===== src/rtl/des_pkg.sv =====
// DES constant tables, S-boxes, shift schedule and permutation helpers.
// Tables use the standard DES numbering, where bit 1 is the MSB.
package des_pkg;

    typedef enum logic [1:0] {ST_IDLE, ST_RUN, ST_DONE} state_e;

    localparam int IP_T [64] = '{
        58, 50, 42, 34, 26, 18, 10, 2, 60, 52, 44, 36, 28, 20, 12, 4,
        62, 54, 46, 38, 30, 22, 14, 6, 64, 56, 48, 40, 32, 24, 16, 8,
        57, 49, 41, 33, 25, 17,  9, 1, 59, 51, 43, 35, 27, 19, 11, 3,
        61, 53, 45, 37, 29, 21, 13, 5, 63, 55, 47, 39, 31, 23, 15, 7};

    localparam int FP_T [64] = '{
        40, 8, 48, 16, 56, 24, 64, 32, 39, 7, 47, 15, 55, 23, 63, 31,
        38, 6, 46, 14, 54, 22, 62, 30, 37, 5, 45, 13, 53, 21, 61, 29,
        36, 4, 44, 12, 52, 20, 60, 28, 35, 3, 43, 11, 51, 19, 59, 27,
        34, 2, 42, 10, 50, 18, 58, 26, 33, 1, 41,  9, 49, 17, 57, 25};

    localparam int E_T [48] = '{
        32,  1,  2,  3,  4,  5,  4,  5,  6,  7,  8,  9,
         8,  9, 10, 11, 12, 13, 12, 13, 14, 15, 16, 17,
        16, 17, 18, 19, 20, 21, 20, 21, 22, 23, 24, 25,
        24, 25, 26, 27, 28, 29, 28, 29, 30, 31, 32,  1};

    localparam int P_T [32] = '{
        16,  7, 20, 21, 29, 12, 28, 17,  1, 15, 23, 26,  5, 18, 31, 10,
         2,  8, 24, 14, 32, 27,  3,  9, 19, 13, 30,  6, 22, 11,  4, 25};

    localparam int PC1_T [56] = '{
        57, 49, 41, 33, 25, 17,  9,  1, 58, 50, 42, 34, 26, 18,
        10,  2, 59, 51, 43, 35, 27, 19, 11,  3, 60, 52, 44, 36,
        63, 55, 47, 39, 31, 23, 15,  7, 62, 54, 46, 38, 30, 22,
        14,  6, 61, 53, 45, 37, 29, 21, 13,  5, 28, 20, 12,  4};

    localparam int PC2_T [48] = '{
        14, 17, 11, 24,  1,  5,  3, 28, 15,  6, 21, 10,
        23, 19, 12,  4, 26,  8, 16,  7, 27, 20, 13,  2,
        41, 52, 31, 37, 47, 55, 30, 40, 51, 45, 33, 48,
        44, 49, 39, 56, 34, 53, 46, 42, 50, 36, 29, 32};

    // Each S-box is 64 nibbles, row-major, entry 0 in the top nibble.
    localparam logic [255:0] SBOX_T [8] = '{
        256'hE4D12FB83A6C5907_0F74E2D1A6CB9538_41E8D62BFC973A50_FC8249175B3EA06D,
        256'hF18E6B34972DC05A_3D47F28EC01A69B5_0E7BA4D158C6932F_D8A13F42B67C05E9,
        256'hA09E63F51DC7B428_D709346A285ECBF1_D6498F30B12C5AE7_1AD069874FE3B52C,
        256'h7DE3069A1285BC4F_D8B56F03472C1AE9_A690CB7DF13E5284_3F06A1D8945BC72E,
        256'h2C417AB6853FD0E9_EB2C47D150FA3986_421BAD78F9C5630E_B8C71E2D6F09A453,
        256'hC1AF92680D34E75B_AF427C9561DE0B38_9EF528C3704A1DB6_432C95FABE17608D,
        256'h4B2EF08D3C975A61_D0B7491AE35C2F86_14BDC37EAF680592_6BD814A7950FE23C,
        256'hD2846FB1A93E50C7_1FD8A374C56B0E92_7B419CE206ADF358_21E74A8DFC90356B};

    localparam int SHIFT_T [16] = '{1, 1, 2, 2, 2, 2, 2, 2, 1, 2, 2, 2, 2, 2, 2, 1};

    function automatic logic [63:0] ip_perm(input logic [63:0] x);
        logic [63:0] y;
        for (int i = 0; i < 64; i++) y[6'(63 - i)] = x[6'(64 - IP_T[i])];
        return y;
    endfunction

    function automatic logic [63:0] fp_perm(input logic [63:0] x);
        logic [63:0] y;
        for (int i = 0; i < 64; i++) y[6'(63 - i)] = x[6'(64 - FP_T[i])];
        return y;
    endfunction

    function automatic logic [47:0] e_expand(input logic [31:0] x);
        logic [47:0] y;
        for (int i = 0; i < 48; i++) y[6'(47 - i)] = x[5'(32 - E_T[i])];
        return y;
    endfunction

    function automatic logic [31:0] p_perm(input logic [31:0] x);
        logic [31:0] y;
        for (int i = 0; i < 32; i++) y[5'(31 - i)] = x[5'(32 - P_T[i])];
        return y;
    endfunction

    function automatic logic [55:0] pc1_perm(input logic [63:0] x);
        logic [55:0] y;
        for (int i = 0; i < 56; i++) y[6'(55 - i)] = x[6'(64 - PC1_T[i])];
        return y;
    endfunction

    function automatic logic [47:0] pc2_perm(input logic [55:0] x);
        logic [47:0] y;
        for (int i = 0; i < 48; i++) y[6'(47 - i)] = x[6'(56 - PC2_T[i])];
        return y;
    endfunction

    // Row comes from the outer two bits, column from the middle four.
    function automatic logic [3:0] sbox_lookup(input logic [2:0] n, input logic [5:0] x);
        logic [255:0] t;
        logic [5:0]   idx;
        logic [7:0]   pos;
        t   = SBOX_T[n];
        idx = {x[5], x[0], x[4:1]};
        pos = {~idx, 2'b00};
        return t[pos +: 4];
    endfunction

endpackage


===== src/rtl/des_round.sv =====
// One combinational DES Feistel round: L' = R, R' = L ^ f(R, K).
module des_round
    import des_pkg::*;
(
    input  logic [31:0] l_in,
    input  logic [31:0] r_in,
    input  logic [47:0] subkey,
    output logic [31:0] l_out,
    output logic [31:0] r_out
);

    logic [47:0] mixed;
    logic [31:0] sbox_out;

    always_comb begin
        mixed    = e_expand(r_in) ^ subkey;
        sbox_out = '0;
        for (int n = 0; n < 8; n++) begin
            sbox_out[5'(31 - 4 * n) -: 4] = sbox_lookup(3'(n), mixed[6'(47 - 6 * n) -: 6]);
        end
    end

    assign l_out = r_in;
    assign r_out = l_in ^ p_perm(sbox_out);

endmodule


===== src/rtl/des_iter_core.sv =====
// Iterative DES encrypt/decrypt core computing ROUNDS_PER_CYCLE rounds per clock
// with a valid/ready request side and a held result until the consumer takes it.
module des_iter_core
    import des_pkg::*;
#(
    parameter int ROUNDS_PER_CYCLE = 1,
    parameter bit DEC_EN           = 1'b1
) (
    input  logic        clk,
    input  logic        rst_n,
    input  logic        in_valid,
    output logic        in_ready,
    input  logic        in_mode,
    input  logic [63:0] in_key,
    input  logic [63:0] in_data,
    output logic        out_valid,
    input  logic        out_ready,
    output logic [63:0] out_data,
    output logic        busy
);

    localparam int LATENCY = 16 / ROUNDS_PER_CYCLE;

    if (ROUNDS_PER_CYCLE != 1 && ROUNDS_PER_CYCLE != 2 && ROUNDS_PER_CYCLE != 4 &&
        ROUNDS_PER_CYCLE != 8 && ROUNDS_PER_CYCLE != 16) begin : g_bad_rpc
        $error("des_iter_core: ROUNDS_PER_CYCLE must be 1, 2, 4, 8 or 16");
    end

    state_e      state_q, state_d;
    logic [31:0] l_q, l_d, r_q, r_d;
    logic [27:0] key_c_q, key_c_d, key_d_q, key_d_d;
    logic        mode_q, mode_d;
    logic [3:0]  cnt_q, cnt_d;
    logic [63:0] out_data_q, out_data_d;

    logic [47:0] subkey [ROUNDS_PER_CYCLE];
    logic [27:0] key_c_next, key_d_next, c_cur, d_cur;
    logic [3:0]  rnd;
    logic [4:0]  cnt_sum;
    logic [31:0] l_fin, r_fin;

    function automatic logic [27:0] rotl28(input logic [27:0] x, input logic two);
        return two ? {x[25:0], x[27:26]} : {x[26:0], x[27]};
    endfunction

    function automatic logic [27:0] rotr28(input logic [27:0] x, input logic two);
        return two ? {x[1:0], x[27:2]} : {x[0], x[27:1]};
    endfunction

    // Encrypt rotates before taking the subkey; decrypt takes it first and
    // then undoes the shift that encryption used at the mirrored round.
    always_comb begin
        c_cur  = key_c_q;
        d_cur  = key_d_q;
        rnd    = '0;
        subkey = '{default: '0};
        for (int j = 0; j < ROUNDS_PER_CYCLE; j++) begin
            rnd = cnt_q + 4'(j);
            if (mode_q) begin
                subkey[j] = pc2_perm({c_cur, d_cur});
                c_cur     = rotr28(c_cur, SHIFT_T[4'd15 - rnd] == 2);
                d_cur     = rotr28(d_cur, SHIFT_T[4'd15 - rnd] == 2);
            end else begin
                c_cur     = rotl28(c_cur, SHIFT_T[rnd] == 2);
                d_cur     = rotl28(d_cur, SHIFT_T[rnd] == 2);
                subkey[j] = pc2_perm({c_cur, d_cur});
            end
        end
        key_c_next = c_cur;
        key_d_next = d_cur;
    end

    for (genvar g = 0; g < ROUNDS_PER_CYCLE; g++) begin : g_round
        logic [31:0] l_i, r_i, l_o, r_o;
        if (g == 0) begin : g_first
            assign l_i = l_q;
            assign r_i = r_q;
        end else begin : g_next
            assign l_i = g_round[g-1].l_o;
            assign r_i = g_round[g-1].r_o;
        end
        des_round u_round (
            .l_in   (l_i),
            .r_in   (r_i),
            .subkey (subkey[g]),
            .l_out  (l_o),
            .r_out  (r_o)
        );
    end

    assign l_fin   = g_round[ROUNDS_PER_CYCLE-1].l_o;
    assign r_fin   = g_round[ROUNDS_PER_CYCLE-1].r_o;
    assign cnt_sum = {1'b0, cnt_q} + 5'(ROUNDS_PER_CYCLE);

    always_comb begin
        state_d    = state_q;
        l_d        = l_q;
        r_d        = r_q;
        key_c_d    = key_c_q;
        key_d_d    = key_d_q;
        mode_d     = mode_q;
        cnt_d      = cnt_q;
        out_data_d = out_data_q;
        case (state_q)
            ST_IDLE: begin
                if (in_valid) begin
                    {l_d, r_d}         = ip_perm(in_data);
                    {key_c_d, key_d_d} = pc1_perm(in_key);
                    mode_d             = in_mode & DEC_EN;
                    cnt_d              = '0;
                    state_d            = ST_RUN;
                end
            end
            ST_RUN: begin
                l_d     = l_fin;
                r_d     = r_fin;
                key_c_d = key_c_next;
                key_d_d = key_d_next;
                cnt_d   = cnt_sum[3:0];
                if (cnt_sum[4]) begin
                    out_data_d = fp_perm({r_fin, l_fin});
                    state_d    = ST_DONE;
                end
            end
            ST_DONE: begin
                if (out_ready) state_d = ST_IDLE;
            end
            default: state_d = ST_IDLE;
        endcase
    end

    always_ff @(posedge clk or negedge rst_n) begin
        if (!rst_n) begin
            state_q    <= ST_IDLE;
            l_q        <= '0;
            r_q        <= '0;
            key_c_q    <= '0;
            key_d_q    <= '0;
            mode_q     <= 1'b0;
            cnt_q      <= '0;
            out_data_q <= '0;
        end else begin
            state_q    <= state_d;
            l_q        <= l_d;
            r_q        <= r_d;
            key_c_q    <= key_c_d;
            key_d_q    <= key_d_d;
            mode_q     <= mode_d;
            cnt_q      <= cnt_d;
            out_data_q <= out_data_d;
        end
    end

    assign in_ready  = (state_q == ST_IDLE);
    assign out_valid = (state_q == ST_DONE);
    assign busy      = (state_q != ST_IDLE);
    assign out_data  = out_data_q;

    // A full schedule rotates each half by 28, so C/D must come back unchanged.
    a_key_restored : assert property (@(posedge clk) disable iff (!rst_n)
        (state_q == ST_DONE && $past(state_q) == ST_RUN) |->
        ({key_c_q, key_d_q} == $past({key_c_q, key_d_q}, LATENCY)));

endmodule


===== config.mk =====
export PLATFORM = sky130hd
export DESIGN_NAME = des_iter_core
export DESIGN_NICKNAME = d
export VERILOG_FILES = /design/src/rtl/des_pkg.sv /design/src/rtl/des_round.sv /design/src/rtl/des_iter_core.sv
export SDC_FILE = /design/constraint.sdc
export NUM_CORES = 1
export LEC_CHECK = 0
export BUFFER_PORTS_ARGS = -buffer_cell sky130_fd_sc_hd__buf_2
export CAP_MARGIN = 20
export CORE_MARGIN = 10
export CORE_UTILIZATION = 40
export CTS_CLUSTER_DIAMETER = 40
export DETAILED_ROUTE_END_ITERATION = 16
export PLACE_DENSITY = 0.65
export SKIP_LAST_GASP = 1
export SYNTH_ARGS = -nofsm -noshare
export SYNTH_HDL_FRONTEND = slang
export SYNTH_SLANG_ARGS = --single-unit

===== constraint.sdc =====
create_clock -name clk -period 12.75 [get_ports clk]
set_input_delay 1.275 -clock clk [delete_from_list [all_inputs] [get_ports clk]]
set_output_delay 1.275 -clock clk [all_outputs]
set_load 0.01 [all_outputs]

# Word-level counts from Yosys, hierarchy flattened
# Memory sizes are Yosys's and may differ from the RTL's.
# Index checks and enable logic that the tools add are counted.
[word_totals]
romBits = 1024
n_memories = 2
reg_bits = 115
latch_bits = 0
output_inout_bits = 67
ramBits = 0
[classes]
n_bitwise = 8
mux = 19
div_mod_pow = 0
reduce_logical = 7
n_eq_ne = 7
shift = 4
add_sub_neg = 2
n_lt_le_gt_ge = 2
multipliers = 0
[mem_list]
columns = ["name", "depth", "word_bits", "rd", "rd_ports_with_merged_regs", "write_ports", "line", "rtl"]
rows = [
  ["(no name shown)", 16, 32, 1, 0, 0, "des_iter_core.sv:65", "d_cur = rotl28(d_cur, SHIFT_T[rnd] == 2);"],
  ["(no name shown)", 16, 32, 1, 0, 0, "des_iter_core.sv:62", "d_cur = rotr28(d_cur, SHIFT_T[4'd15 - rnd] == 2);"],
]
[ops]
columns = ["cell", "n"]
rows = [
  ["$shiftx A256 B9 Y3 const A", 2],
  ["$shiftx A256 B9 Y2 const A", 1],
  ["$shiftx A256 B9 Y4 const A", 1],
  ["$mux W32", 6],
  ["$mux W28", 4],
  ["$eq A32 B3 Y1 const B", 2],
  ["$pmux W32 S2", 1],
  ["$pmux W28 S2", 1],
  ["$xor A32 B32 Y32", 1],
  ["$mux W24", 1],
  ["$not A6 Y6", 4],
  ["$xor A24 B24 Y24", 1],
  ["$ge A5 B5 Y1 const B", 2],
  ["$not A4 Y5", 2],
  ["$pmux W4 S2", 1],
  ["$mux W2", 3],
  ["$pmux W2 S3", 1],
  ["$reduce_and A2 Y1", 3],
  ["$add A4 B1 Y5 const B", 1],
  ["$mux W4", 1],
  ["$ne A2 B2 Y1 const B", 2],
  ["$reduce_bool A2 Y1", 2],
  ["$sub A4 B4 Y4 const A", 1],
  ["$reduce_and A3 Y1", 1],
  ["other kinds (4)", 4],
]

# Logic depth before layout (Yosys ltp)
# Gate-level depths: netlist of run 1.
[depth]
word_depth = 12
depth_mapped = 18

# Hierarchy
# From an unflattened synthesis of run 1, not the netlist that was laid out.
[hier_totals]
hier_cells = 957
area_unflattened_um2 = 9704.3
[modules_own_cells]
columns = ["module", "n_inst", "cells_per_inst", "area_each_um2"]
rows = [
  ["des_iter_core", 1, 746, 7970.1],
  ["des_round", 1, 211, 1734.2],
]

# Worst setup path before layout of run 1
# No wires, ideal clock.
[synth_timing]
path_type = "reg2reg"
startpoint = "reg cnt_q[1]"
endpoint = "reg r_q[3] (netlist: g_round[0].r_i[3])"
n_path_buf = 2
setup_slack_ps = 8667
required_time_ps = 12618
stages_incl_launch_ff = 18
setup_ps = 132
period_less_slack_ps = 4083
arrival_time_ps = 3951
path_cell_list = "dfrtp_1 -> clkbuf_1 -> inv_1 -> ha_1 -> or2_0 -> buf_2 -> a211oi_4 -> mux2_2 -> mux2i_1 -> inv_1 -> ha_1 -> inv_1 -> and2_1 -> a222oi_1 -> mux2i_1 -> mux2i_1 -> xnor2_1 -> o21ai_1"
[synth_via]
elab_chain_cells = 12
[synth_lines]
columns = ["element", "line", "rtl"]
rows = [
  ["from (decl)", "des_iter_core.sv:33", "logic [3:0] cnt_q, cnt_d;"],
  ["from (signal assigned)", "des_iter_core.sv:149", "cnt_q <= cnt_d;"],
  ["$not A4 Y5 (implied by the code)", "des_iter_core.sv:65", ""],
  ["$mem_v2 Z16 W32", "n/a", ""],
  ["$mux W32 (implied by the code) (2 in series)", "des_iter_core.sv:65", ""],
  ["$eq A32 B3 Y1", "des_iter_core.sv:65", ""],
  ["$mux W28", "des_iter_core.sv:43", "return two ? {x[25:0], x[27:26]} : {x[26:0], x[27]};"],
  ["$mux W24", "des_iter_core.sv:59", "if (mode_q) begin"],
  ["$xor A24 B24 Y24", "des_round.sv:16", "mixed = e_expand(r_in) ^ subkey;"],
  ["$not A6 Y6", "des_pkg.sv:97", "pos = {~idx, 2'b00};"],
  ["$shiftx A256 B9 Y3", "des_pkg.sv:98", "return t[pos +: 4];"],
  ["$xor A32 B32 Y32", "des_round.sv:24", "assign r_out = l_in ^ p_perm(sbox_out);"],
  ["$pmux W32 S2", "des_iter_core.sv:104", "case (state_q)"],
  ["to (signal assigned)", "des_iter_core.sv:145", "r_q <= r_d;"],
  ["to (decl)", "des_iter_core.sv:30", "logic [31:0] l_q, l_d, r_q, r_d;"],
]
# Every way passes these cells. The select of a mux whose other input is x is not followed.
# A chain may end at the register's enable or synchronous reset.

# Final worst setup path of run 1
# Same ends and word-level chain as after synthesis.

==> key figures, run 1 <==
Clock network
  • Number of clock sinks: 78
  • Worst skew pair latency: 350 ps
  • # H-tree levels: 3
  • Setup Buffers After CTS: 0
  • Worst-path clk slew: 70 ps
  • TritonCTS clock tree: done
  • Max clock buf depth: 2
  • # hold bufs at CTS: 0
  • CTS Buf Count: 9
  • CTS root buffer: clkbuf_16
  • # resized after CTS: 0

Synthesis
  • Synth cell types: 70
  • Top-count cell post-synth: nand2_1
  • Seq/Total Area, Yosys: 31.5%
  • Commonest cells in the netlist: nand2_1 (143), dfrtp_1 (78), buf_4 (51)
  • Share of the synthesized area in the top cell type: 31.5%
  • Yosys warning total: 0
  • Mean Syn Cell Area: 8.36 µm²
  • Largest area contributor in the synthesized netlist: dfrtp_1
  • Syn Std Cell Area: 6200 µm²
  • Post-synth top flop: dfrtp_1
  • Synth Register Bits: 78
  • Top post-synthesis cells by area: dfrtp_1 (31%), nand2_1 (8.7%), buf_4 (6.2%), mux2_2 (6.0%), ha_1 (5.0%)
  • Post-synthesis async set-or-reset flop share: 100%
  • Synth Instances: 742
  • Post-synth EDFFs: 0

Placement
  • # port buffers: 51
  • Post-DP HPWL: 10500 µm
  • Dpl cells: 944
  • Post-Place Setup Slack: 8590 ps
  • Global placer's final weighted congestion: 0.886
  • Area after DPL: 6400 µm²

STA
  • Relative slew slack: 40.6%
  • Clk_skew: 5.61 ps
  • Max Transition Viols Final: 0
  • RSZ-0062 raised after global routing: false
  • Worst-margin pin slew: 888 ps
  • Setup ws final: 8580 ps
  • Final setup vio count: 0
  • Fin Setup TNS: 0 ps
  • Post-route minimum period: 4180 ps
  • Final Cycle Share: 32.7%
  • Fin. Hold Viols: 0
  • Fmax: 240 MHz

Setup path
  • R2R depth: 17
  • Startpoint Class: register
  • WP data required: 12960 ps
  • Critical path class: reg -> reg
  • Crit. End Element: register
  • Crit-path max FO: 27
  • Worst EP arrival: 4380 ps

GRT
  • Vias in the first global route: 4832
  • GRT Overall Usage: 14.8%
  • Largest net degree at the start of global routing: 78
  • Remaining Overflow, GRT: 0
  • Global-route wire length before repair: 25000 µm
  • Initial antenna violation count: 0

Drt
  • DRC viols: 0
  • Drt total wl: 15500 µm
  • Per-cell routed wire length: 16.1 µm
  • Pre-antenna DRT Iters: 5
  • Final ANT Viol Nets: 0
  • Vias post-DR: 5155
  • Vias per cell: 5.36
  • DR iter-0 viols: 364

Floorplanning
  • Chip Height: 145 µm
  • Starting Density: 40.8%
  • FP Rows: 45
  • Die W: 145 µm
  • Full die area: 20900 µm²
  • Ports: 200
  • Core area: 15200 µm²

Cells and area
  • Layout fillers: 1535
  • Syn-to-layout area delta: 8.03%
  • Finished Cell Area: 6700 µm²
  • Share of post-route cells with drive strength above 1: 18.1%
  • N_diodes: 0
  • Layout Nets: 926
  • Finished Layout Cells: 961

Min path
  • Min-Delay Path Class: reg -> reg
  • Hold path depth: 2

Run status
  • Status: complete, no violations

Flow run
  • Maxcap violations: 0
[final cells by class]
class | instances | area [µm²] | share of cell area, %
Multi-Input combinational cell | 584 | 3750 | 56.0
Sequential cell | 78 | 1950 | 29.1
Timing Repair Buffer | 64 | 359 | 5.36
Tap cell | 188 | 235 | 3.51
Inverter | 31 | 116 | 1.74
Clock buffer | 9 | 225 | 3.36
Clock inverter | 7 | 61.3 | 0.915
[logic make-up (layout without fill, tap and decap cells)]
| logic type | count (synthesis) | count (layout) | share of synthesized area (%) |
|---|---|---|---|
| simple gates | 261 | 261 | 18.7 |
| mux | 66 | 66 | 12.1 |
| xor+xnor | 25 | 25 | 4.20 |
| buf+inv | 127 | 111 | 11.0 |
| compound gates | 159 | 159 | 17.4 |
| other cells | 1 | 48 | 0.0605 |
| fa+ha+maj | 25 | 25 | 5.04 |
| flops | 78 | 78 | 31.5 |
[state kept, by name, summed over array words and instances, names as in the netlist]
signal	cells
cnt_q	4
g_round.l_i	7
g_round.r_i	20
key_d_q	28
mode_q	1
out_data	16
state_q	2
[worst paths after layout]
kind | from | to | slack [ps]
min reg2reg | g_round[0].r_i[21]$_DFFE_PN0P_ | g_round[0].r_i[21]$_DFFE_PN0P_ | 490
max in group asynchronous | rst_n | g_round[0].r_i[21]$_DFFE_PN0P_ | 10890
max reg2reg | cnt_q[1]$_DFFE_PN0P_ | g_round[0].r_i[3]$_DFFE_PN0P_ | 8580
max | cnt_q[1]$_DFFE_PN0P_ | g_round[0].r_i[3]$_DFFE_PN0P_ | 8580
min in group asynchronous | rst_n | key_d_q[12]$_DFFE_PN0P_ | 770
min | g_round[0].r_i[21]$_DFFE_PN0P_ | g_round[0].r_i[21]$_DFFE_PN0P_ | 490
[metrics by stage]
step,hold WS [ps],utilization (%)
after CTS,496,44.0
after global placement,478,42.1
final,490,44.1
after detailed placement,479,42.1
after floorplan,461,-
after global routing,520,44.1
[critical path, stage by stage, from the launching register on]
cell and delay [ps]:
dfrtp_1 520, inv_1 130, ha_1 220, or2_0 330
a211oi_4 230, buf_4 360, mux2_2 390, mux2i_1 150
buf_4 220, inv_1 100, ha_1 330, inv_1 90
and2_1 140, a222oi_1 270, mux2i_1 120, mux2i_1 210
xnor2_1 140, o21ai_1 70
[per-layer routing]
metal	global-route usage (%)	wire, µm	vias to the layer above
met1	20.1	6970	2462
met2	23.2	7360	137
li1	-	-	2541
met5	0	0	-
met4	5.37	262	0
met3	2.62	914	15
[cells in the final DEF, fill, tap and decap left out, types with 7 or more instances in the layout]
cell type / count
buf_4: 13
buf_2: 50
a31oi_1: 16
inv_1: 29
clkbuf_16: 9
mux2_2: 33
conb_1: 48
a211oi_1: 8
xor2_1: 10
xnor2_1: 11
nand2b_1: 7
nor2_1: 31
dfrtp_1: 78
a21oi_1: 24
ha_1: 25
mux2i_1: 27
o211ai_1: 20
nand2_1: 143
o21ai_0: 45
nand3_1: 41
Power of run 1 is not shown: default switching activity piles up to over one toggle a cycle in this logic, so the estimate is an artifact.
==> run 2: changes to the inputs <==
- clock period: 12.75 -> 4.04 ns (I/O delays scaled with it)
==> run 2 against run 1 <==
Routed wire length grew 3.4%. Clock skew up 0.94 ps. Hold slack worse by 260 ps. Final area up 2.5%. Highest routed layer unchanged. Count of clock-buffer cells in the layout is 1 higher. Largest cell class unchanged. Sequential share of layout area shrank 0.68 points. Flip-flop and latch count stayed put.
==> key figures, run 2 (synthesized netlist as in run 1, its figures left out) <==
Drt
  • Pre-antenna DRT Iters: 5 (unchanged)
  • Drt total wl: 16000 µm (+3.4%)
  • DRC viols: 0 (unchanged)
  • Final ANT Viol Nets: 0 (unchanged)
  • DR iter-0 viols: 411 (+13%)
  • Vias per cell: 5.37 (+0.18%)
  • Vias post-DR: 5250 (+1.8%)
  • Per-cell routed wire length: 16.4 µm (+1.7%)

STA
  • Fin Setup TNS: 0 ps (unchanged)
  • Worst-margin pin slew: 1020 ps (+133 ps)
  • Fmax: 265 MHz (+11%)
  • RSZ-0062 raised after global routing: false
  • Fin. Hold Viols: 0 (unchanged)
  • Final setup vio count: 0 (unchanged)
  • Post-route minimum period: 3770 ps (-405 ps)
  • Clk_skew: 6.56 ps (+0.944 ps)
  • Relative slew slack: 31.9% (-8.6 points)
  • Max Transition Viols Final: 0 (unchanged)
  • Final Cycle Share: 93.3% (+61 points)
  • Worst hold slack: 232 ps (-258 ps)

Flow run
  • Maxcap violations: 0 (unchanged)

Clock network
  • # hold bufs at CTS: 0 (unchanged)
  • Worst skew pair latency: 350 ps (about the same)
  • Number of clock sinks: 78 (unchanged)
  • TritonCTS clock tree: done
  • CTS Buf Count: 9 (unchanged)
  • Setup Buffers After CTS: 0 (unchanged)
  • # H-tree levels: 3 (unchanged)
  • Max clock buf depth: 2 (unchanged)
  • Worst-path clk slew: 60 ps (about the same)
  • CTS root buffer: clkbuf_16

Setup path
  • Worst EP arrival: 3990 ps (-390 ps)
  • Reg2reg end: g_round[0].r_i[13]$_DFFE_PN0P_
  • FF-to-FF Start: cnt_q[0]$_DFFE_PN0P_
  • Crit path max-delay cell type: dfrtp_2
  • Crit-path max cell delay: 420 ps (-100 ps)
  • R2R depth: 15 (-2)
  • Crit-path cells: inv_1, ha_1, or2_0, a211oi_4, mux2_2, mux2i_2, inv_1, ha_1, inv_1, mux2i_1, nor2_1, a211o_1, a32oi_1, xnor2_1, a21oi_1
  • Critical Path Start: cnt_q[0]$_DFFE_PN0P_
  • WP data required: 4260 ps (-8700 ps)
  • Critical path class: reg -> reg
  • CP most frequent cell: inv_1
  • Crit-path max FO: 7 (-74%)
  • Reg2reg setup slack: 270 ps (-8310 ps)
  • Crit. End Element: register
  • Startpoint Class: register

Floorplanning
  • Chip Height: 145 µm (unchanged)
  • Full die area: 20900 µm² (unchanged)
  • Core area: 15200 µm² (unchanged)
  • Die W: 145 µm (unchanged)
  • Ports: 200 (unchanged)
  • Starting Density: 40.8% (unchanged)
  • FP Rows: 45 (unchanged)

Cells and area
  • N_diodes: 0 (unchanged)
  • Area of the multi-input gates: 3760 µm² (+0.30%)
  • Layout fillers: 1508 (-1.8%)
  • Syn-to-layout area delta: 10.7%
  • Commonest non-fill, non-tap cells in the layout: nand2_1 (143), dfrtp_1 (77), buf_2 (50), conb_1 (48), o21ai_0 (45)
  • Share of post-route cells with drive strength above 1: 20.0% (+1.9 points)
  • Layout Nets: 942 (+1.7%)
  • Most common cell after layout, fill and taps aside: nand2_1
  • Max reg flops: 28 (unchanged)
  • Biggest register: key_d_q
  • FF/Latch Area: 1950 µm² (about the same)

GRT
  • GRT Overall Usage: 15.3% (+0.46 points)
  • Vias in the first global route: 4870 (+0.79%)
  • Initial antenna violation count: 0 (unchanged)
  • Remaining Overflow, GRT: 0 (unchanged)
  • Largest net degree at the start of global routing: 79 (+1.3%)
  • Global-route wire length before repair: 25800 µm (+3.1%)

Placement
  • Global placer's final weighted congestion: 0.864 (-2.5%)
  • Post-DP HPWL: 11200 µm (+6.7%)
  • # port buffers: 51 (unchanged)

Run status
  • Status: complete, no violations

Min path
  • Min-Delay Path Class: in -> async
[run 2: how the worst max path moves through the flow]
| stage | depth (start not counted) | slack, ps | end |
|---|---|---|---|
| 2_1_floorplan | 17 | 130 | g_round[0].r_i[3]$_DFFE_PN0P_ |
| 5_1_grt | 15 | 60 | g_round[0].r_i[13]$_DFFE_PN0P_ |
| 3_3_place_gp | 15 | 260 | g_round[0].r_i[13]$_DFFE_PN0P_ |
| 6_report | 15 | 270 | g_round[0].r_i[13]$_DFFE_PN0P_ |
| 3_5_place_dp | 15 | 230 | g_round[0].r_i[13]$_DFFE_PN0P_ |
| 4_1_cts | 15 | 200 | g_round[0].r_i[13]$_DFFE_PN0P_ |
[run 2: final cells by class]
| class | instances | area share (%) |
|---|---|---|
| clock buffers | 10 | 3.34 |
| flip-flops and latches | 78 | 28.5 |
| inverters | 31 | 1.70 |
| repair buffers | 80 | 6.93 |
| clock inverters | 6 | 1.37 |
| well taps | 188 | 3.43 |
| multi-input cells | 584 | 54.8 |
[run 2: layer usage]
layer	global-route usage, %	vias up	wire [µm]
li1	-	2583	-
met3	3.87	19	1140
met4	5.05	0	248
met5	0	-	0
met2	24.0	162	7530
met1	20.1	2486	7110
[run 2: timing repair]
item,4_1_cts,5_1_grt
resized for setup,0,2
setup endpoints to repair,0,2
endpoints found under the hold margin,0,0
[run 2: metrics by stage]
| stage | util (%) | setup slack, ps | std cells | instance area, µm² |
|---|---|---|---|---|
| floorplan | - | 129 | 789 | 6380 |
| global placement | 42.9 | 257 | 960 | 6530 |
| detailed placement | 42.9 | 226 | 960 | 6530 |
| CTS | 45.0 | 203 | 976 | 6850 |
| global route | 45.2 | 60.9 | 977 | 6860 |
| finish | 45.2 | 270 | 977 | 6860 |
[run 2: worst max-delay path, delay by kind of cell, from the launching register on]
family / cells / cell delay, ps
compound gates: 4 / 970
mux: 3 / 810
fa+ha+maj: 2 / 570
flops: 1 / 420
simple gates: 2 / 410
buf+inv: 3 / 310
xor+xnor: 1 / 170
Power of run 2 is left out for the same reason.
==> run 3: changes to the inputs <==
- CTS_BUF_LIST: default -> sky130_fd_sc_hd__clkbuf_16
- REMOVE_ABC_BUFFERS: default -> 1
==> run 3 against run 2 <==
Core utilization grew 0.31 points. Register-to-register slack is essentially flat. Maximum frequency grew 0.25%. Final area grew 0.69%. Via count grew 0.76%.
==> key figures, run 3 (synthesized netlist as in run 1, its figures left out) <==
Run status
  • Status: complete, no violations

Drt
  • Met2 WL: 7390 µm (-1.9%)
  • Met3 wire len: 914 µm (-20%)
  • DR top layer: met4
  • DRC viols: 0 (unchanged)
  • Pre-antenna DRT Iters: 5 (unchanged)
  • Final ANT Viol Nets: 0 (unchanged)
  • Vias per cell: 5.38 (about the same)
  • Per-cell routed wire length: 15.6 µm (-4.6%)
  • Vias post-DR: 5290 (+0.76%)
  • DR iter-0 viols: 325 (-21%)
  • Drt total wl: 15400 µm (-4.0%)
  • Met1 Wirelength: 6890 µm (-3.1%)

Setup path
  • Reg2reg setup slack: 280 ps (about the same)
  • Critical path class: reg -> reg
  • Worst EP arrival: 3960 ps (-30 ps)
  • Startpoint Class: register
  • Crit. End Element: register
  • Crit path buf inv count: 3 (unchanged)
  • Crit-path max cell delay: 400 ps (-20 ps)
  • R2R depth: 15 (unchanged)
  • Reg2reg end: g_round[0].r_i[3]$_DFFE_PN0P_
  • WP data required: 4240 ps (-20 ps)
  • FF-to-FF Start: cnt_q[1]$_DFFE_PN0P_
  • Crit-path cells: buf_4, ha_1, o211a_1, a211oi_4, mux2_2, mux2i_2, inv_1, ha_1, inv_1, and2_1, a222oi_1, mux2i_1, mux2i_1, xnor2_1, o21ai_1
  • Crit-path max FO: 8 (+1)
  • Crit path max-delay cell type: mux2_2
  • Crit path max-delay family: compound AO/OA/AOI/OAI gates

GRT
  • Global-route wire length before repair: 25200 µm (-2.2%)
  • GRT Overall Usage: 14.9% (-0.42 points)
  • Initial antenna violation count: 0 (unchanged)
  • Largest net degree at the start of global routing: 79 (unchanged)
  • Vias in the first global route: 5021 (+3.1%)
  • Remaining Overflow, GRT: 0 (unchanged)

Clock network
  • CTS Buf Count: 9 (unchanged)
  • CTS root buffer: clkbuf_16
  • Number of clock sinks: 78 (unchanged)
  • Worst skew pair latency: 350 ps (about the same)
  • # H-tree levels: 3 (unchanged)
  • TritonCTS clock tree: done
  • Max clock buf depth: 2 (unchanged)
  • Worst-path clk slew: 70 ps (about the same)

Floorplanning
  • FP Rows: 45 (unchanged)
  • Full die area: 20900 µm² (unchanged)
  • Ports: 200 (unchanged)
  • Chip Height: 145 µm (unchanged)
  • Core area: 15200 µm² (unchanged)
  • Starting Density: 40.8% (unchanged)
  • Die W: 145 µm (unchanged)

STA
  • Clk_skew: 9.21 ps (+2.65 ps)
  • Fin. Hold Viols: 0 (unchanged)
  • Max Transition Viols Final: 0 (unchanged)
  • Final Cycle Share: 93.1% (-0.23 points)
  • Worst-margin pin slew: 968 ps (-53.4 ps)
  • RSZ-0062 raised after global routing: false
  • Relative slew slack: 35.4% (+3.5 points)
  • Fmax: 266 MHz (+0.25%)
  • Final setup vio count: 0 (unchanged)
  • Post-route minimum period: 3760 ps (-9.39 ps)

Cells and area
  • Syn-to-layout area delta: 11.5%
  • Max reg flops: 28 (unchanged)
  • Final Util: 45.5% (+0.31 points)
  • Area of the multi-input gates: 3760 µm² (about the same)
  • Commonest non-fill, non-tap cells in the layout: nand2_1 (143), dfrtp_1 (77), buf_2 (50), conb_1 (48), o21ai_0 (45)
  • FF/Latch Area: 1950 µm² (unchanged)
  • N_diodes: 0 (unchanged)
  • Share of post-route cells with drive strength above 1: 20.7% (+0.70 points)
  • Layout Nets: 949 (+0.74%)
  • Finished Cell Area: 6910 µm² (+0.69%)
  • Layout fillers: 1520 (+0.80%)
  • Biggest register: key_d_q
  • Most common cell after layout, fill and taps aside: nand2_1

Min path
  • Min-Delay Path Class: in -> reg
  • Hold path endpoint: g_round[0].r_i[21]$_DFFE_PN0P_
  • Min-delay src: in_data[21]
  • Hold path depth: 3

Flow run
  • Maxcap violations: 0 (unchanged)

Placement
  • Global placer's final weighted congestion: 0.851 (-1.5%)
  • # port buffers: 51 (unchanged)
  • Area after DPL: 6560 µm² (+0.56%)
  • Post-DP HPWL: 10900 µm (-2.4%)
run 3: what timing repair did:
item / CTS / global route
endpoints found under the setup margin: 0 / 2
gates resized for setup: 0 / 4
hold buffers: 0 / 1
hold endpoints to repair: 0 / 18
setup buffers: 0 / 1
run 3: worst reg2reg max path: cells and delay by family (launching register included):
family | cells | cell delay, ps
AO/OA/AOI/OAI | 4 | 970
multiplexers | 4 | 970
adder cells (fa/ha/maj) | 2 | 620
buffers and inverters | 3 | 390
flip-flops | 1 | 370
XOR/XNOR | 1 | 150
AND/OR/NAND/NOR | 1 | 140
run 3: metal layers:
layer / vias up / global-route usage [%]
li1: 2601 / -
met1: 2510 / 19.4
met2: 155 / 24.5
met3: 24 / 3.18
met4: 0 / 3.62
met5: - / 0
run 3: how the worst max path moves through the flow:
| stage | slack [ps] | startpoint | cells past startpoint | end |
|---|---|---|---|---|
| after floorplan | -900 | mode_q$_DFFE_PN0P_ | 12 | g_round[0].r_i[0]$_DFFE_PN0P_ |
| after global placement | 170 | cnt_q[0]$_DFFE_PN0P_ | 15 | g_round[0].r_i[3]$_DFFE_PN0P_ |
| after detailed placement | 170 | cnt_q[0]$_DFFE_PN0P_ | 15 | g_round[0].r_i[3]$_DFFE_PN0P_ |
| after CTS | 140 | cnt_q[0]$_DFFE_PN0P_ | 15 | g_round[0].r_i[3]$_DFFE_PN0P_ |
| after global routing | 2 | cnt_q[1]$_DFFE_PN0P_ | 15 | g_round[0].r_i[3]$_DFFE_PN0P_ |
| final | 280 | cnt_q[1]$_DFFE_PN0P_ | 15 | g_round[0].r_i[3]$_DFFE_PN0P_ |
run 3: through the flow:
| step | worst slack, ps | setup TNS (ps) | std cells | hold WS, ps |
|---|---|---|---|---|
| after floorplan | -899 | -2870 | 693 | 108 |
| after global placement | 173 | 0 | 965 | 480 |
| after detailed placement | 169 | 0 | 965 | 480 |
| after CTS | 143 | 0 | 981 | 239 |
| after global routing | 1.70 | 0 | 984 | 261 |
| final | 279 | 0 | 984 | 243 |
run 3: final cells by class:
type / instances / share of cell area (%)
multi-input combinational: 584 / 54.4
inverter: 31 / 1.68
tap: 188 / 3.40
clock inverter: 7 / 1.05
timing repair buffer: 87 / 7.97
sequential: 78 / 28.3
clock buffer: 9 / 3.26
Power of run 3 is left out for the same reason.
